### src/rtl/lsu_mem_ctrl.sv
// Load/store controller for the MEM stage. Converts RISC-V byte, halfword and
// word accesses into word accesses on a word-addressed data memory. Sub-word
// stores use a two-cycle read-modify-write. Loads are extended as their funct3
// requires. Misaligned and illegal requests are reported and never touch memory.
module lsu_mem_ctrl #(
   parameter int unsigned ADDR_W = 8
) (
   input  logic              clk,
   input  logic              rst_n,
   input  logic              req_valid,
   input  logic              req_we,
   input  logic [2:0]        req_funct3,
   input  logic [31:0]       req_addr,
   input  logic [31:0]       req_wdata,
   output logic              stall,
   output logic [31:0]       ld_data,
   output logic              ld_valid,
   output logic              lsu_err,
   output logic [ADDR_W-1:0] mem_addr,
   output logic [31:0]       mem_wd,
   output logic              dm_we,
   input  logic [31:0]       mem_rd
);

   typedef enum logic [0:0] {StIdle, StRmwWr} state_e;

   state_e              state_q;
   logic [ADDR_W-1:0]   rmw_addr_q;
   logic [31:0]         merge_q;
   logic [31:0]         ld_data_q;
   logic                ld_valid_q;
   logic                lsu_err_q;

   logic                is_b, is_h, is_w, is_bu, is_hu;
   logic                illegal, misaligned;
   logic                req_err, ld_go, sw_go, rmw_go;
   logic [7:0]          rd_byte;
   logic [15:0]         rd_half;
   logic [31:0]         ld_ext;
   logic [31:0]         merge_d;
   logic                unused_addr;

   // Address bits above the word address are ignored, so accesses wrap.
   assign unused_addr = ^req_addr[31:ADDR_W+2];

   // Decode the request and classify it as error, load, word store or RMW store.
   always_comb begin
      is_b       = (req_funct3 == 3'b000);
      is_h       = (req_funct3 == 3'b001);
      is_w       = (req_funct3 == 3'b010);
      is_bu      = (req_funct3 == 3'b100);
      is_hu      = (req_funct3 == 3'b101);
      illegal    = !(is_b || is_h || is_w || is_bu || is_hu) || (req_we && (is_bu || is_hu));
      misaligned = ((is_h || is_hu) && req_addr[0]) || (is_w && (req_addr[1:0] != 2'b00));
      req_err    = req_valid && (state_q == StIdle) && (illegal || misaligned);
      ld_go      = req_valid && (state_q == StIdle) && !req_err && !req_we;
      sw_go      = req_valid && (state_q == StIdle) && !req_err && req_we && is_w;
      rmw_go     = req_valid && (state_q == StIdle) && !req_err && req_we && (is_b || is_h);
   end

   // Lane extraction, load extension and store merge from the current memory word.
   always_comb begin
      rd_byte = mem_rd[7:0];
      unique case (req_addr[1:0])
         2'd0: rd_byte = mem_rd[7:0];
         2'd1: rd_byte = mem_rd[15:8];
         2'd2: rd_byte = mem_rd[23:16];
         2'd3: rd_byte = mem_rd[31:24];
      endcase
      rd_half = req_addr[1] ? mem_rd[31:16] : mem_rd[15:0];

      ld_ext = mem_rd;
      case (req_funct3)
         3'b000:  ld_ext = {{24{rd_byte[7]}}, rd_byte};
         3'b001:  ld_ext = {{16{rd_half[15]}}, rd_half};
         3'b100:  ld_ext = {24'h0, rd_byte};
         3'b101:  ld_ext = {16'h0, rd_half};
         default: ld_ext = mem_rd;
      endcase

      merge_d = mem_rd;
      if (is_b) begin
         unique case (req_addr[1:0])
            2'd0: merge_d[7:0]   = req_wdata[7:0];
            2'd1: merge_d[15:8]  = req_wdata[7:0];
            2'd2: merge_d[23:16] = req_wdata[7:0];
            2'd3: merge_d[31:24] = req_wdata[7:0];
         endcase
      end else if (is_h) begin
         if (req_addr[1]) begin
            merge_d[31:16] = req_wdata[15:0];
         end else begin
            merge_d[15:0] = req_wdata[15:0];
         end
      end
   end

   // Memory port and stall; reset forces the write enable and stall low.
   always_comb begin
      stall    = rst_n && rmw_go;
      dm_we    = rst_n && (sw_go || (state_q == StRmwWr));
      mem_addr = (state_q == StRmwWr) ? rmw_addr_q : req_addr[ADDR_W+1:2];
      mem_wd   = (state_q == StRmwWr) ? merge_q : req_wdata;
   end

   // FSM with registered load result and status pulses.
   always_ff @(posedge clk) begin
      if (!rst_n) begin
         state_q    <= StIdle;
         rmw_addr_q <= '0;
         merge_q    <= '0;
         ld_data_q  <= '0;
         ld_valid_q <= 1'b0;
         lsu_err_q  <= 1'b0;
      end else begin
         ld_valid_q <= ld_go;
         lsu_err_q  <= req_err;
         if (ld_go) begin
            ld_data_q <= ld_ext;
         end
         unique case (state_q)
            StIdle: begin
               if (rmw_go) begin
                  rmw_addr_q <= req_addr[ADDR_W+1:2];
                  merge_q    <= merge_d;
                  state_q    <= StRmwWr;
               end
            end
            StRmwWr: state_q <= StIdle;
         endcase
      end
   end

   assign ld_data  = ld_data_q;
   assign ld_valid = ld_valid_q;
   assign lsu_err  = lsu_err_q;

endmodule

### config.mk
export PLATFORM = sky130hd
export DESIGN_NAME = lsu_mem_ctrl
export DESIGN_NICKNAME = d
export VERILOG_FILES = /design/src/rtl/lsu_mem_ctrl.sv
export SDC_FILE = /design/constraint.sdc
export NUM_CORES = 1
export LEC_CHECK = 0
export ABC_CLOCK_PERIOD_IN_PS = 3550
export CAP_MARGIN = 20
export CORE_MARGIN = 8
export CORE_UTILIZATION = 35
export CTS_BUF_LIST = sky130_fd_sc_hd__clkbuf_16
export CTS_CLUSTER_DIAMETER = 100
export DETAILED_ROUTE_END_ITERATION = 16
export GPL_TIMING_DRIVEN = 0
export HOLD_SLACK_MARGIN = 0.12
export PLACE_DENSITY = 0.66
export SKIP_LAST_GASP = 1
export SLEW_MARGIN = 10
export SYNTH_ARGS = -nofsm -noshare
export SYNTH_HDL_FRONTEND = slang
export SYNTH_SLANG_ARGS = --single-unit
### constraint.sdc
create_clock -name clk -period 3.55 [get_ports clk]
set_clock_uncertainty 0.1 [all_clocks]
set_input_delay 0.71 -clock clk [delete_from_list [all_inputs] [get_ports clk]]
set_output_delay 0.71 -clock clk [all_outputs]
set_load 0.02 [all_outputs]
# Word-level counts from Yosys, hierarchy flattened
# Index checks and enable logic that the tools add are counted.
# totals
in_bits	103
ff_bits	75
elab_cells	58
# op_classes
muxes	15
n_eq_ne	7
bitwise	1
n_reduce_logical	29
# op_table
operator	n
case mux 32 bit (4 select lines)	1
two-way mux 32 bit	3
two-way mux 16 bit	3
two-way mux 8 bit	5
case mux 8 bit (4 select lines)	1
logical AND 1 bit	12
logical OR 1 bit	10
equality test 3 bit (second input constant)	2
equality test 2 bit (second input constant)	2
equality test 3 x 1 -> 1 bit (second input constant)	1
equality test 3 x 2 -> 1 bit (second input constant)	1
logical NOT 1 bit	3
logical NOT 3 bit	1
equality test 2 x 1 -> 1 bit (second input constant)	1
logical NOT 2 bit	1
case mux 1 bit (2 select lines)	1
AND reduction 2 bit	1
nonzero test 2 bit	1
two-way mux 1 bit	1
inverter 1 bit	1

# Longest topological paths before layout
# depth
ltp_word	15
mapped_depth	8

# Least setup slack after synthesis
# No wires, ideal clock.
# synth_timing
path_kind	input port to output port
from	input port req_funct3[1]
to	output port dm_we
path_slack_ns	0.886
path_stages	5
t_arrival_ns	1.854
required_time_ns	2.740
n_path_buf	3
path_cell_list	buf_2 -> clkbuf_1 -> buf_2 -> a41oi_1 -> nor2_1
# synth_via
elab_chain_cells	15
word_cells_on_any_way	25
# synth_rtl
element	line_no	text
start: declaration	12	input logic [2:0] req_funct3,
equality test 3 x 1 -> 1 bit or logical NOT 3 bit (tied branches)	49, 48	
logical OR 1 bit (4 in a row)	53	illegal = !(is_b || is_h || is_w || is_bu || is_hu) || (req_we && (is_bu || is_hu));
logical NOT 1 bit	53	
logical OR 1 bit	53	
logical OR 1 bit	55	req_err = req_valid && (state_q == StIdle) && (illegal || misaligned);
logical AND 1 bit	55	
logical NOT 1 bit	57	sw_go = req_valid && (state_q == StIdle) && !req_err && req_we && is_w;
logical AND 1 bit (2 in a row)	57	
logical AND 1 bit *	57	
logical OR 1 bit *	101	dm_we = rst_n && (sw_go || (state_q == StRmwWr));
logical AND 1 bit *	101	
end: declaration	21	output logic dm_we,
# Mark *: on every way between the ends. The rest lies on a longest branch, timed or not.

# Worst setup path after layout
# layout_timing
from	input port rst_n
to	output port dm_we
# layout_via
elab_chain_cells	1
# layout_rtl
element	line_no	text
start: declaration	9	input logic rst_n,
logical AND 1 bit	101	
# Every way passes these cells.

==> metrics.csv <==
metric,value,unit
worst_ep_required_time,2740,ps
grt_pass1_wl,25.3,mm
die_y,128,µm
crit_family,buffers and inverters,
yosys_register_bits,75,
fin_crit,3420,ps
gp_congestion,0.846,
vias,4465,
crit_type,in2out,
post_drt_wl_per_cell,19.8,µm
worst_setup_path_end_kind,output pin,
drv_cap,0,
relSlewSlack,0.515,
worst_slew_pin_slew,727,ps
cp-start-kind,input pin,
synth_edf_count,0,
status,finished clean,
initial_utilization,0.353,
finalSetupTns,0,ps
io_pins,179,
hold_buffers,0,
ys_types,54,
n_antenna_cell,0,
p_leak,2.54,nW
crit_path_max_fanout,10,
row_count,41,
critPathArrivalTime,2610,ps
power_density,359,mW/mm²
fillers,1222,
synth_top_area_share,0.342,
crit_top_cell,clkdlybuf4s50_1,
cp_slowest_stage_delay,590,ps
cts_tree,done,
layoutNonFillerInstCount,838,
clkTransAtPathRegs,50,ps
nNetsFinal,765,
period_share,0.964,
first_pass_iters,5,
synth_area_leaders,"dfxtp_1, mux2_2, mux2i_1",
cts_buffer_depth,2,
viasPerCell,5.33,
fp.dieW,128,µm
clockRootBuffer,clkbuf_16,
synth-async-reset-ratio,0,
dpl.hpwl,13.0,mm
cp_slowest_cell,clkdlybuf4s50_1,
grtUsageTotal,0.198,
crit_chain,clkdlybuf4s50_1 -> inv_1 -> clkbuf_1 -> nor2_1 -> clkdlybuf4s50_1,
wirelength,16.6,mm
post-cts-setup-buffer-count,0,
antenna_found_initial,0,
cts_resized,2,
fmax,292,MHz
insertion_delay,330,ps
holdCritPathClass,reg2reg,
grt_pass1_vias,4507,
ir_worst_vdd,0.193,mV
crit_buf_inv,4,
synth-warning-count,0,
syn_area,0.00439,mm²
cts_made_buffers,9,
dpl.cell_count,824,
synthFlopType,dfxtp_1,
drive_above_1_share,0.153,
cts_sinks,75,
syn_avg_cell_area,8.79,µm²
area_growth,46.1,%
hold_viol_final,0,
slew_viol_final,0,
synthCells,499,
die_area,0.0164,mm²
yosysSeqAreaShare,0.342,
rsz0062_at_grt,false,
drt_iter0_drc,352,
yosysTopAreaCell,dfxtp_1,
ant_nets,0,
synth_fp_nets,602,
drc_errors,0,
coreArea,0.0124,mm²
grt_overflow_total,0,
htree_num_levels,3,
grt_max_degree,17,
port-buffer-count,153,
setup_violations,0,
## worst register-to-register path, stage by stage, from the launching register on
cell and delay (ps):
dfxtp_1 310, clkbuf_1 300, nor2b_1 120, nand4b_1 170, or2_1 120, buf_2 300, buf_1 410, o2bb2ai_1 130
## routing by layer
layer	up-vias	track usage	wire, µm
met3	31	0.0520	1240
met1	2101	0.250	7230
met4	0	0.0699	376
met5	-	0	0
met2	189	0.319	7730
li1	2144	-	-
## final timing paths
check,start,end,slack (ps),depth (start not counted)
max,rst_n,dm_we,130,5
min,merge_q[10],merge_q[10],360,2
max reg2reg,state_q,merge_q[1],1480,7
min reg2reg,merge_q[10],merge_q[10],360,2
## sequential cells by signal (all words and copies together), names as in the netlist
name        count
merge_q        32
ld_valid        1
state_q         1
lsu_err         1
ld_data        32
rmw_addr_q      8
## final cells by class
cell class	instances	area [µm²]	area share
plain buffers	42	229	0.0357
clock buffers	9	225	0.0351
clock inverters	6	57.6	0.00898
inverters	21	78.8	0.0123
multi-input cells	360	2570	0.402
flip-flops and latches	75	1500	0.234
well taps	172	215	0.0336
repair buffers	153	1530	0.239
## cell families (layout without fill, tap and decap cells)
group / Yosys count / after routing / share of synthesized area
compound gates: 153 / 153 / 0.249
simple gates: 132 / 132 / 0.152
mux: 75 / 75 / 0.186
flops: 75 / 75 / 0.342
buf+inv: 64 / 231 / 0.0710
## power by group
part	switching (W)	total, W	internal (W)	leakage, nW
sequential	0.0000143	0.000884	0.000870	0.609
combinational	0.000277	0.000530	0.000253	1.79
clock	0.000351	0.000886	0.000535	0.142
total	0.000643	0.00230	0.00166	2.54
## per-stage QoR
| step | instance area, µm² | util | hold WS [ps] | power, W | setup WS (ps) |
|---|---|---|---|---|---|
| after CTS | 6410 | 0.516 | 359 | 0.00230 | 110 |
| after global placement | 6130 | 0.494 | 340 | 0.00142 | -307 |
| after global routing | 6410 | 0.516 | 370 | 0.00238 | 24.9 |
| after floorplan | 4390 | - | 327 | 0.00116 | 886 |
| final | 6410 | 0.516 | 356 | 0.00230 | 127 |
| after detailed placement | 6130 | 0.494 | 347 | 0.00143 | -314 |
## placed cells by master, fill, tap and decap left out, types with 2 or more instances in the layout
| cell | n |
|---|---|
| buf_4 | 4 |
| nand3_1 | 8 |
| dlygate4sd2_1 | 2 |
| nand2_1 | 33 |
| clkdlybuf4s50_1 | 151 |
| o21ai_0 | 25 |
| and3_1 | 8 |
| buf_6 | 5 |
| o211ai_1 | 4 |
| clkbuf_16 | 9 |
| nand3b_1 | 7 |
| a211o_1 | 6 |
| inv_2 | 2 |
| or2_1 | 2 |
| o32ai_2 | 10 |
| o32ai_1 | 5 |
| nor3b_1 | 2 |
| a211oi_1 | 2 |
| nand2_2 | 2 |
| nor2b_1 | 10 |
| mux2_2 | 40 |
| o22ai_1 | 7 |
| nand2b_1 | 3 |
| o2bb2ai_1 | 18 |
| a22oi_1 | 3 |
| clkbuf_1 | 16 |
| o21ai_1 | 15 |
| a21oi_1 | 46 |
| mux2i_1 | 32 |
| mux2_1 | 2 |
| dfxtp_1 | 75 |
| clkinv_2 | 3 |
| buf_1 | 2 |
| inv_1 | 19 |
| nor2_1 | 48 |
| buf_2 | 15 |
## synth_stat cells, types with 2 or more instances
master,count
o211ai_1,4
buf_4,4
o2bb2ai_1,18
dfxtp_1,75
mux2_1,2
or2_1,2
nor2b_1,10
nand2b_1,3
o22ai_1,7
a21oi_1,46
o21ai_1,15
nand3_1,8
buf_2,15
mux2i_1,32
inv_2,2
a22oi_1,3
buf_6,5
inv_1,19
nor3b_1,2
buf_1,3
and3_1,8
a211oi_1,2
o21ai_0,25
nor2_1,48
nand2_2,2
o32ai_1,5
nand2_1,33
mux2_2,40
nand3b_1,7
a211o_1,6
clkbuf_1,16
o32ai_2,10
(Power assumes the default switching activity.)
